$ cat config.mk
export PLATFORM = sky130hd
export DESIGN_NAME = mem_arbiter
export DESIGN_NICKNAME = d
export VERILOG_FILES = /design/src/rtl/mem_arb_pkg.sv /design/src/rtl/rr_arb2.sv /design/src/rtl/mem_arbiter.sv
export SDC_FILE = /design/constraint.sdc
export NUM_CORES = 1
export LEC_CHECK = 0
export CAP_MARGIN = 20
export CORE_MARGIN = 2
export CORE_UTILIZATION = 44
export CTS_CLUSTER_SIZE = 12
export DETAILED_ROUTE_END_ITERATION = 6
export PLACE_DENSITY = 0.89
export RECOVER_POWER = 50
export REMOVE_ABC_BUFFERS = 1
export SYNTH_ARGS = -nofsm -noshare
export SYNTH_HDL_FRONTEND = slang
export SYNTH_SLANG_ARGS = --single-unit
$ cat constraint.sdc
create_clock -name clk -period 2.62 [get_ports clk]
set_input_delay 0.655 -clock clk [delete_from_list [all_inputs] [get_ports clk]]
set_output_delay 0.655 -clock clk [all_outputs]
set_load 0.02 [all_outputs]
$ cat src/rtl/mem_arb_pkg.sv
// Shared types and constants for the two-port mem_system arbiter.
package mem_arb_pkg;

  localparam int unsigned AW          = 16;
  localparam int unsigned DW          = 16;
  localparam int unsigned CNT_W       = 8;
  localparam int unsigned TIMEOUT_DEF = 64;

  localparam logic PORT_I = 1'b0;
  localparam logic PORT_D = 1'b1;

  typedef enum logic [1:0] {
    ST_IDLE  = 2'd0,
    ST_ISSUE = 2'd1,
    ST_WAIT  = 2'd2
  } arb_state_e;

  // Request payload as presented by a processor port
  typedef struct packed {
    logic [AW-1:0] addr;
    logic [DW-1:0] wdata;
    logic          rd;
    logic          wr;
  } mem_req_t;

  // Per-port completion record returned to the processor
  typedef struct packed {
    logic [DW-1:0] rdata;
    logic          hit;
    logic          err;
  } mem_resp_t;

  // A request that must never reach memory: both ops at once or an odd address
  function automatic logic req_illegal(input mem_req_t r);
    return (r.rd & r.wr) | r.addr[0];
  endfunction

endpackage

$ cat src/rtl/rr_arb2.sv
// Two-requester round-robin picker; remembers the last granted index.
module rr_arb2 (
  input  logic       clk,
  input  logic       rst_n,
  input  logic [1:0] req_i,
  input  logic       adv_i,
  output logic       gnt_c_o
);

  logic last_q, last_d;

  // Lone requester wins; a tie goes to the port that was not granted last
  always_comb begin
    gnt_c_o = 1'b0;
    case (req_i)
      2'b01:   gnt_c_o = 1'b0;
      2'b10:   gnt_c_o = 1'b1;
      2'b11:   gnt_c_o = ~last_q;
      default: gnt_c_o = 1'b0;
    endcase
  end

  // History only moves when the owner actually takes a grant
  always_comb begin
    last_d = last_q;
    if (adv_i) begin
      last_d = gnt_c_o;
    end
  end

  // Reset to port 1 so port 0 wins the first tie
  always_ff @(posedge clk or negedge rst_n) begin
    if (!rst_n) begin
      last_q <= 1'b1;
    end else begin
      last_q <= last_d;
    end
  end

endmodule

$ cat src/rtl/mem_arbiter.sv
// Shares one mem_system between the fetch port (0) and the data port (1),
// one transaction in flight, round-robin grants, registered responses.
module mem_arbiter
  import mem_arb_pkg::*;
#(
  parameter int unsigned TIMEOUT = TIMEOUT_DEF
) (
  input  logic          clk,
  input  logic          rst_n,
  input  logic [AW-1:0] req0_addr,
  input  logic [DW-1:0] req0_wdata,
  input  logic          req0_rd,
  input  logic          req0_wr,
  input  logic [AW-1:0] req1_addr,
  input  logic [DW-1:0] req1_wdata,
  input  logic          req1_rd,
  input  logic          req1_wr,
  output logic          resp0_done,
  output logic [DW-1:0] resp0_rdata,
  output logic          resp0_hit,
  output logic          resp0_err,
  output logic          resp1_done,
  output logic [DW-1:0] resp1_rdata,
  output logic          resp1_hit,
  output logic          resp1_err,
  output logic          req0_stall,
  output logic          req1_stall,
  output logic [AW-1:0] mem_addr,
  output logic [DW-1:0] mem_wdata,
  output logic          mem_rd,
  output logic          mem_wr,
  input  logic [DW-1:0] mem_rdata,
  input  logic          mem_done,
  input  logic          mem_stall,
  input  logic          mem_hit,
  input  logic          mem_err
);

  arb_state_e           state_q, state_d;
  logic                 owner_q, owner_d;
  logic                 is_wr_q, is_wr_d;
  logic [CNT_W-1:0]     cnt_q, cnt_d;
  logic [AW-1:0]        mem_addr_q, mem_addr_d;
  logic [DW-1:0]        mem_wdata_q, mem_wdata_d;
  logic                 mem_rd_q, mem_rd_d;
  logic                 mem_wr_q, mem_wr_d;
  logic [1:0]           done_q, done_d;
  mem_resp_t [1:0]      resp_q, resp_d;

  mem_req_t             req0_c, req1_c, sel_c;
  logic [1:0]           req_eff_c;
  logic                 gnt_c;
  logic                 adv_c;
  logic                 timeout_c;
  logic                 unused_mem_stall_c;

  // Stall is the only informational input and does not steer the FSM
  assign unused_mem_stall_c = mem_stall;

  assign req0_c = {req0_addr, req0_wdata, req0_rd, req0_wr};
  assign req1_c = {req1_addr, req1_wdata, req1_rd, req1_wr};

  // A port seeing its done this cycle is still holding the old request; hide it
  assign req_eff_c[PORT_I] = (req0_rd | req0_wr) & ~done_q[PORT_I];
  assign req_eff_c[PORT_D] = (req1_rd | req1_wr) & ~done_q[PORT_D];

  assign adv_c     = (state_q == ST_IDLE) && (|req_eff_c);
  assign sel_c     = (gnt_c == PORT_D) ? req1_c : req0_c;
  assign timeout_c = (state_q == ST_WAIT) && ((cnt_q + CNT_W'(1)) == CNT_W'(TIMEOUT));

  rr_arb2 u_rr (
    .clk     (clk),
    .rst_n   (rst_n),
    .req_i   (req_eff_c),
    .adv_i   (adv_c),
    .gnt_c_o (gnt_c)
  );

  // Next-state and registered-output logic for the transaction FSM
  always_comb begin
    state_d     = state_q;
    owner_d     = owner_q;
    is_wr_d     = is_wr_q;
    cnt_d       = cnt_q;
    mem_addr_d  = mem_addr_q;
    mem_wdata_d = mem_wdata_q;
    mem_rd_d    = 1'b0;
    mem_wr_d    = 1'b0;
    done_d      = 2'b00;
    resp_d      = resp_q;

    case (state_q)
      ST_IDLE: begin
        if (|req_eff_c) begin
          owner_d = gnt_c;
          if (req_illegal(sel_c)) begin
            done_d[gnt_c]     = 1'b1;
            resp_d[gnt_c].hit = 1'b0;
            resp_d[gnt_c].err = 1'b1;
          end else begin
            mem_addr_d  = sel_c.addr;
            mem_wdata_d = sel_c.wdata;
            mem_rd_d    = sel_c.rd;
            mem_wr_d    = sel_c.wr;
            is_wr_d     = sel_c.wr;
            cnt_d       = '0;
            state_d     = ST_ISSUE;
          end
        end
      end

      ST_ISSUE, ST_WAIT: begin
        if (mem_done) begin
          done_d[owner_q]     = 1'b1;
          resp_d[owner_q].hit = mem_hit;
          resp_d[owner_q].err = mem_err;
          if (!is_wr_q) begin
            resp_d[owner_q].rdata = mem_rdata;
          end
          state_d = ST_IDLE;
        end else if (mem_err || timeout_c) begin
          done_d[owner_q]     = 1'b1;
          resp_d[owner_q].hit = 1'b0;
          resp_d[owner_q].err = 1'b1;
          state_d             = ST_IDLE;
        end else if (state_q == ST_ISSUE) begin
          cnt_d   = '0;
          state_d = ST_WAIT;
        end else begin
          cnt_d = cnt_q + CNT_W'(1);
        end
      end

      default: begin
        state_d = ST_IDLE;
      end
    endcase
  end

  // State and output registers; reset drops any transaction in flight
  always_ff @(posedge clk or negedge rst_n) begin
    if (!rst_n) begin
      state_q     <= ST_IDLE;
      owner_q     <= PORT_I;
      is_wr_q     <= 1'b0;
      cnt_q       <= '0;
      mem_addr_q  <= '0;
      mem_wdata_q <= '0;
      mem_rd_q    <= 1'b0;
      mem_wr_q    <= 1'b0;
      done_q      <= 2'b00;
      resp_q      <= '0;
    end else begin
      state_q     <= state_d;
      owner_q     <= owner_d;
      is_wr_q     <= is_wr_d;
      cnt_q       <= cnt_d;
      mem_addr_q  <= mem_addr_d;
      mem_wdata_q <= mem_wdata_d;
      mem_rd_q    <= mem_rd_d;
      mem_wr_q    <= mem_wr_d;
      done_q      <= done_d;
      resp_q      <= resp_d;
    end
  end

  assign mem_addr    = mem_addr_q;
  assign mem_wdata   = mem_wdata_q;
  assign mem_rd      = mem_rd_q;
  assign mem_wr      = mem_wr_q;

  assign resp0_done  = done_q[PORT_I];
  assign resp0_rdata = resp_q[PORT_I].rdata;
  assign resp0_hit   = resp_q[PORT_I].hit;
  assign resp0_err   = resp_q[PORT_I].err;
  assign resp1_done  = done_q[PORT_D];
  assign resp1_rdata = resp_q[PORT_D].rdata;
  assign resp1_hit   = resp_q[PORT_D].hit;
  assign resp1_err   = resp_q[PORT_D].err;

  // Stall is combinational from the request lines and the registered done
  assign req0_stall  = (req0_rd | req0_wr) & ~done_q[PORT_I];
  assign req1_stall  = (req1_rd | req1_wr) & ~done_q[PORT_D];

endmodule

# Word level (Yosys, flattened, before mapping)

Cells that the tools add are included.

Register bits: 85
Input port bits: 90
Output and inout bits: 74
Logic and storage cells: 109

Add/subtract/negate cells: 1
$lt $le $gt $ge: 4
Equality and inequality tests: 12
Muxes and demuxes: 52
Bitwise gates (word level): 10
Reductions and logical operators: 14

Operator list:

| operator                                            | number |
|---|---|
| bitwise mux 36 bit                                  | 7 |
| 2-to-1 mux 36 bit                                   | 5 |
| demux 18 bit (select 1 bit)                         | 5 |
| case mux 36 bit (2 select lines)                    | 1 |
| 2-to-1 mux 8 bit                                    | 5 |
| 2-to-1 mux 34 bit                                   | 1 |
| 2-to-1 mux 2 bit                                    | 11 |
| 2-to-1 mux 18 bit                                   | 1 |
| case mux 8 bit (2 select lines)                     | 1 |
| 2-to-1 mux 1 bit                                    | 10 |
| adder 8 x 1 -> 8 bit, second input constant         | 1 |
| equality test 8 x 7 -> 1 bit, second input constant | 1 |
| case mux 2 bit (2 select lines)                     | 2 |
| equality test 2 bit, second input constant          | 3 |
| != test 2 bit, second input constant                | 3 |
| AND reduction 3 bit                                 | 2 |
| AND reduction 5 bit                                 | 1 |
| logical AND 1 bit                                   | 4 |
| < comparator 1 x 2 -> 1 bit, second input constant  | 2 |
| != test 2 x 1 -> 1 bit, second input constant       | 2 |
| != test 4 bit, second input constant                | 1 |
| NOT 1 bit                                           | 4 |
| AND reduction 4 bit                                 | 1 |
| OR reduction 2 bit                                  | 2 |
| 11 further kinds                                    | 17 |

# Longest topological paths before layout

Depth in word-level cells: 13
Depth in mapped cells: 10
Depth with buffers taken out: 8

# Hierarchy

A second synthesis with hierarchy kept.

Cell total of the unflattened synthesis: 342
Area, all modules: 3978.8 um^2

Modules (own cells, without submodules):

| module      | times used | cells each | area an instance (um^2) | sequential area each (um^2) |
|---|---|---|---|---|
| mem_arbiter | 1          | 339        | 3926.3                  | 2102.0 |
| rr_arb2     | 1          | 3          | 52.6                    | 26.3 |

# Worst setup path after synthesis

OpenSTA, ideal clock, no wires.

Path type: input to register
Start: in req0_rd
End: reg resp_q, in the netlist resp0_rdata[10]
Arrival time: 2.405 ns
Data required time: 2.495 ns
Path slack: 0.090 ns
Stages: 8
Path through: o21ba_4 -> a211oi_1 -> a211oi_2 -> or2_1 -> buf_6 -> nor3_4 -> buf_8 -> mux2_4

Longest elaborated chain between the ends: 10
Elaborated cells on any way between the ends: 19
Classes of those cells: 4 x eq/ne; 9 x mux; 4 x bitwise; 2 x reduce/logical

RTL lines:

| what                             | RTL line           | text |
|---|---|---|
| start, declared                  | mem_arbiter.sv:12  | `input logic req0_rd,` |
| bitwise OR 1 bit                 | mem_arbiter.sv:64  | `assign req_eff_c[PORT_I] = (req0_rd \| req0_wr) & ~done_q[PORT_I];` |
| bitwise AND 1 bit                | mem_arbiter.sv:64  |  |
| equality test 2 bit              | rr_arb2.sv:15      | `case (req_i)` |
| case mux 1 bit (2 select lines)  | rr_arb2.sv:15      |  |
| demux 18 bit (select 1 bit)      | mem_arbiter.sv:98  | `resp_d[gnt_c].hit = 1'b0;` |
| bitwise mux 36 bit               | mem_arbiter.sv:98  |  |
| bitwise mux 36 bit               | mem_arbiter.sv:99  | `resp_d[gnt_c].err = 1'b1;` |
| 2-to-1 mux 36 bit                | mem_arbiter.sv:96  | `if (req_illegal(sel_c)) begin` |
| 2-to-1 mux 36 bit                | mem_arbiter.sv:94  | `if (\|req_eff_c) begin` |
| case mux 36 bit (2 select lines) | mem_arbiter.sv:92  | `case (state_q)` |
| end signal, assigned             | mem_arbiter.sv:163 | `resp_q <= resp_d;` |
| end, declared                    | mem_arbiter.sv:48  | `mem_resp_t [1:0] resp_q, resp_d;` |

Parallel ways exist; a longest one is shown, timed or not. The select of a mux whose other input is x is not followed.
A chain may end at the register's enable or synchronous reset.

# Worst setup path in the final report

Start: in req0_rd
End: reg resp_q, in the netlist resp0_err

Longest elaborated chain between the ends: 12
Elaborated cells on any way between the ends: 23
Classes of those cells: 2 x order compare; 4 x eq/ne; 10 x mux; 4 x bitwise; 3 x reduce/logical

RTL lines:

| what                                                                                     | RTL line |
|---|---|
| bitwise OR 1 bit                                                                         | mem_arbiter.sv:64 |
| bitwise AND 1 bit                                                                        | mem_arbiter.sv:64 |
| equality test 2 bit                                                                      | rr_arb2.sv:15 |
| case mux 1 bit (2 select lines)                                                          | rr_arb2.sv:15 |
| < comparator 1 x 2 -> 1 bit (not written as such) or >= comparator 1 bit (tied branches) | mem_arbiter.sv:99 |
| logical AND 1 bit (not written as such)                                                  | mem_arbiter.sv:99 |
| 2-to-1 mux 1 bit (not written as such)                                                   | mem_arbiter.sv:99 |
| demux 18 bit (select 1 bit)                                                              | mem_arbiter.sv:99 |
| bitwise mux 36 bit                                                                       | mem_arbiter.sv:99 |
| 2-to-1 mux 36 bit                                                                        | mem_arbiter.sv:96 |
| 2-to-1 mux 36 bit                                                                        | mem_arbiter.sv:94 |
| case mux 36 bit (2 select lines)                                                         | mem_arbiter.sv:92 |

Parallel ways exist; a longest one is shown, timed or not. The select of a mux whose other input is x is not followed.

==> run metrics <==
outcome complete, no violations; Tot GR Track Use 21.0%; CP cell instances clkdlybuf4s50_1 -> o21ba_4 -> a211oi_1 -> a211oi_2 -> buf_4 -> or4b_2 -> mux2i_1 -> a21oi_1; CTS sink cnt 85; cts repair resizes 2; Final Hold Vio Count 0; final-layout worst hold slack 0.468 ns; CTS tree yes; critical path class input pin to flip-flop; commonest non-fill, non-tap cell in the layout clkdlybuf4s50_1; clk root buf clkbuf_8; routed vias/inst 5.20; Nets 646; Leakage 2.87 nW; sequential cell area fraction in the yosys report between 50% and 60%; post-route ant nets 0; WP data required 2.85 ns; period utilization between 90% and 100%; Core Rows 35; Max Freq 0.394 GHz; unique cell type count in the Yosys netlist slightly above 50; RSZ-0062 raised after global routing no; gpl congestion approximately 0.84; H-tree depth 3; setup bufs post-CTS 0; die area 10400 um^2; I/O pin total about 160; # diodes 0; element type at the critical path start input pin; slowest stage delay, CP 0.63 ns; 1st-iter DRT viols 187; Final setup viols 0; CTS Buf Count 9; WL/cell 15.2 um; Post-synth EDFFs 0; Initial Util 45.5%; post-layout utilization of the core 67.8%; PwrDens 1130 nW/um^2; Die Wd 102 um; crit-path max FO 4; CTS Hold Bufs 0; design area between 6000 and 7000 um^2; largest cells by area after synthesis dfrtp_1 50%, mux2i_1 7.9%, mux2_4 7.1%; critical path endpoint category flip-flop; VDD IR max 0.579 mV; layout cells sized above 1 15.2%; area grow syn2layout 49.1%; fin crit period 2.54 ns; top_reg_cell synth dfrtp_1; DRC violation count after routing 0; slowest CP cell or4b_2; vias in the first global route 3646; most frequent cells in the layout 125 x clkdlybuf4s50_1, 84 x dfrtp_1, 44 x nand2_1; HPWL after detailed placement slightly below 8000 um; worst hold path class input pin to async pin; Ys Warns 0; clock skew 0.0190 ns; clock slew seen by the registers of the worst setup and hold paths 0.11 ns; Mapped Avg Cell Area 11.2 um^2; Final Max Tran Viols 0; top cell type's share of synthesized area 50.0%; fill count 670; DR pass1 iterations 5; antenna violations before repair 0; Worst Tran Pin Value 1.05 ns; Clock Path Buffers 2; remaining global-route overflow 0; IO buf count 162; routed wire length roughly 10000 um; post-synthesis register bit count 85; Max Cap Viol 0; largest net degree at the start of global routing 62; Worst-Skew Late Latency 0.36 ns; Die Span Y around 100 um; via count 3549; core area between 9000 and 10000 um^2; mapped cell area 4200 um^2; global-route wire length before repair 17300 um; asr flop ratio synth 100%; DP Area 6080 um^2; area leader, netlist dfrtp_1; Arr. time, crit path 2.76 ns; Synth Instances 377; Worst slew margin 29.8%; Pwr Total slightly above 7 mW
## cells in the mapped netlist (2+ instances only)
cell type  number
a21oi_1        14
o221ai_1        2
buf_8           2
nand2b_1        4
nor3_4          2
o21ai_0        35
or2_2           2
mux2i_1        33
nor3_1          5
or4_1           4
a211o_1         4
nand2_1        44
nor4_1          2
mux2_2         12
or3_1           2
a21o_1          4
o211ai_1        8
and3_1          7
nor2_1         10
clkbuf_1       15
and2_1          3
mux2_4         20
nand4_1         2
nand3_1        11
a211oi_1        2
xor2_1          2
o2bb2ai_1       2
inv_1          10
buf_2           3
ha_1            7
dfrtp_1        84
## power by group
part	switching (mW)	internal, mW	total (mW)
logic	1.98	1.91	3.89
registers	0.366	1.89	2.26
clock network	0.560	0.379	0.940
total	2.91	4.18	7.09
## sequential cells by signal (all words and copies together) (netlist names), 2 cells and up
| signal | cells |
|---|---|
| resp0_rdata | 16 |
| mem_wdata | 16 |
| mem_addr | 16 |
| state_q | 2 |
| cnt_q | 8 |
| resp1_rdata | 16 |
| done_q | 2 |
## metal layers
metal,up-vias,GRT usage [%],part of all wire [%]
met3,16,7.66,8.5
met1,1692,24.9,40
met2,158,36.0,50
li1,1683,-,-
met5,-,0,0
met4,0,5.41,1.6
## critical path, delay by kind of cell
| family | cells | cell delay (ns) |
|---|---|---|
| simple gates | 1 | 0.63 |
| mux | 1 | 0.16 |
| compound gates | 4 | 0.70 |
| buf+inv | 2 | 0.60 |
## layout make-up
type                       count  area [um^2]  area share (%)
tap                          129          161            2.58
timing repair buffer         185         1820            29.0
inverter                      10         37.5           0.599
clock buffer                   9          124            1.98
multi-input combinational    258         1920            30.6
clock inverter                 7         81.3            1.30
sequential                    85         2130            34.0
## logic make-up (layout without fill, tap and decap cells)
logic type | count (synthesis) | in the layout | synth area share (%)
compound gates | 82 | 82 | 12.4
xor+xnor | 3 | 3 | 0.625
fa+ha+maj | 7 | 7 | 2.08
buf+inv | 34 | 211 | 3.96
flops | 85 | 85 | 50.6
mux | 65 | 65 | 18.2
simple gates | 101 | 101 | 12.1
## final timing paths
kind / startpoint / end / slack (ns) / depth (start not counted)
hold reg to reg: mem_wdata[4]$_DFFE_PN0P_ / mem_wdata[4]$_DFFE_PN0P_ / 0.48 / 2
min in group clk: mem_wdata[4]$_DFFE_PN0P_ / mem_wdata[4]$_DFFE_PN0P_ / 0.48 / 2
setup / recovery: req0_rd / resp0_err$_DFFE_PN0P_ / 0.08 / 8
setup reg to reg: cnt_q[0]$_DFFE_PN0P_ / cnt_q[7]$_DFFE_PN0P_ / 0.26 / 8
hold / removal: rst_n / resp1_rdata[8]$_DFFE_PN0P_ / 0.47 / 1
max in group asynchronous: rst_n / cnt_q[0]$_DFFE_PN0P_ / 0.83 / 2
## stage by stage
step	setup WS, ns	setup TNS [ns]	instances
floorplan	-1.02	-62.02	353
finish	0.0840	0	683
global route	0.0151	0	683
CTS	0.0332	0	683
global placement	-0.294	-9.93	667
detailed placement	-0.340	-11.49	667
No activity file was read; power rests on OpenSTA's default activity.
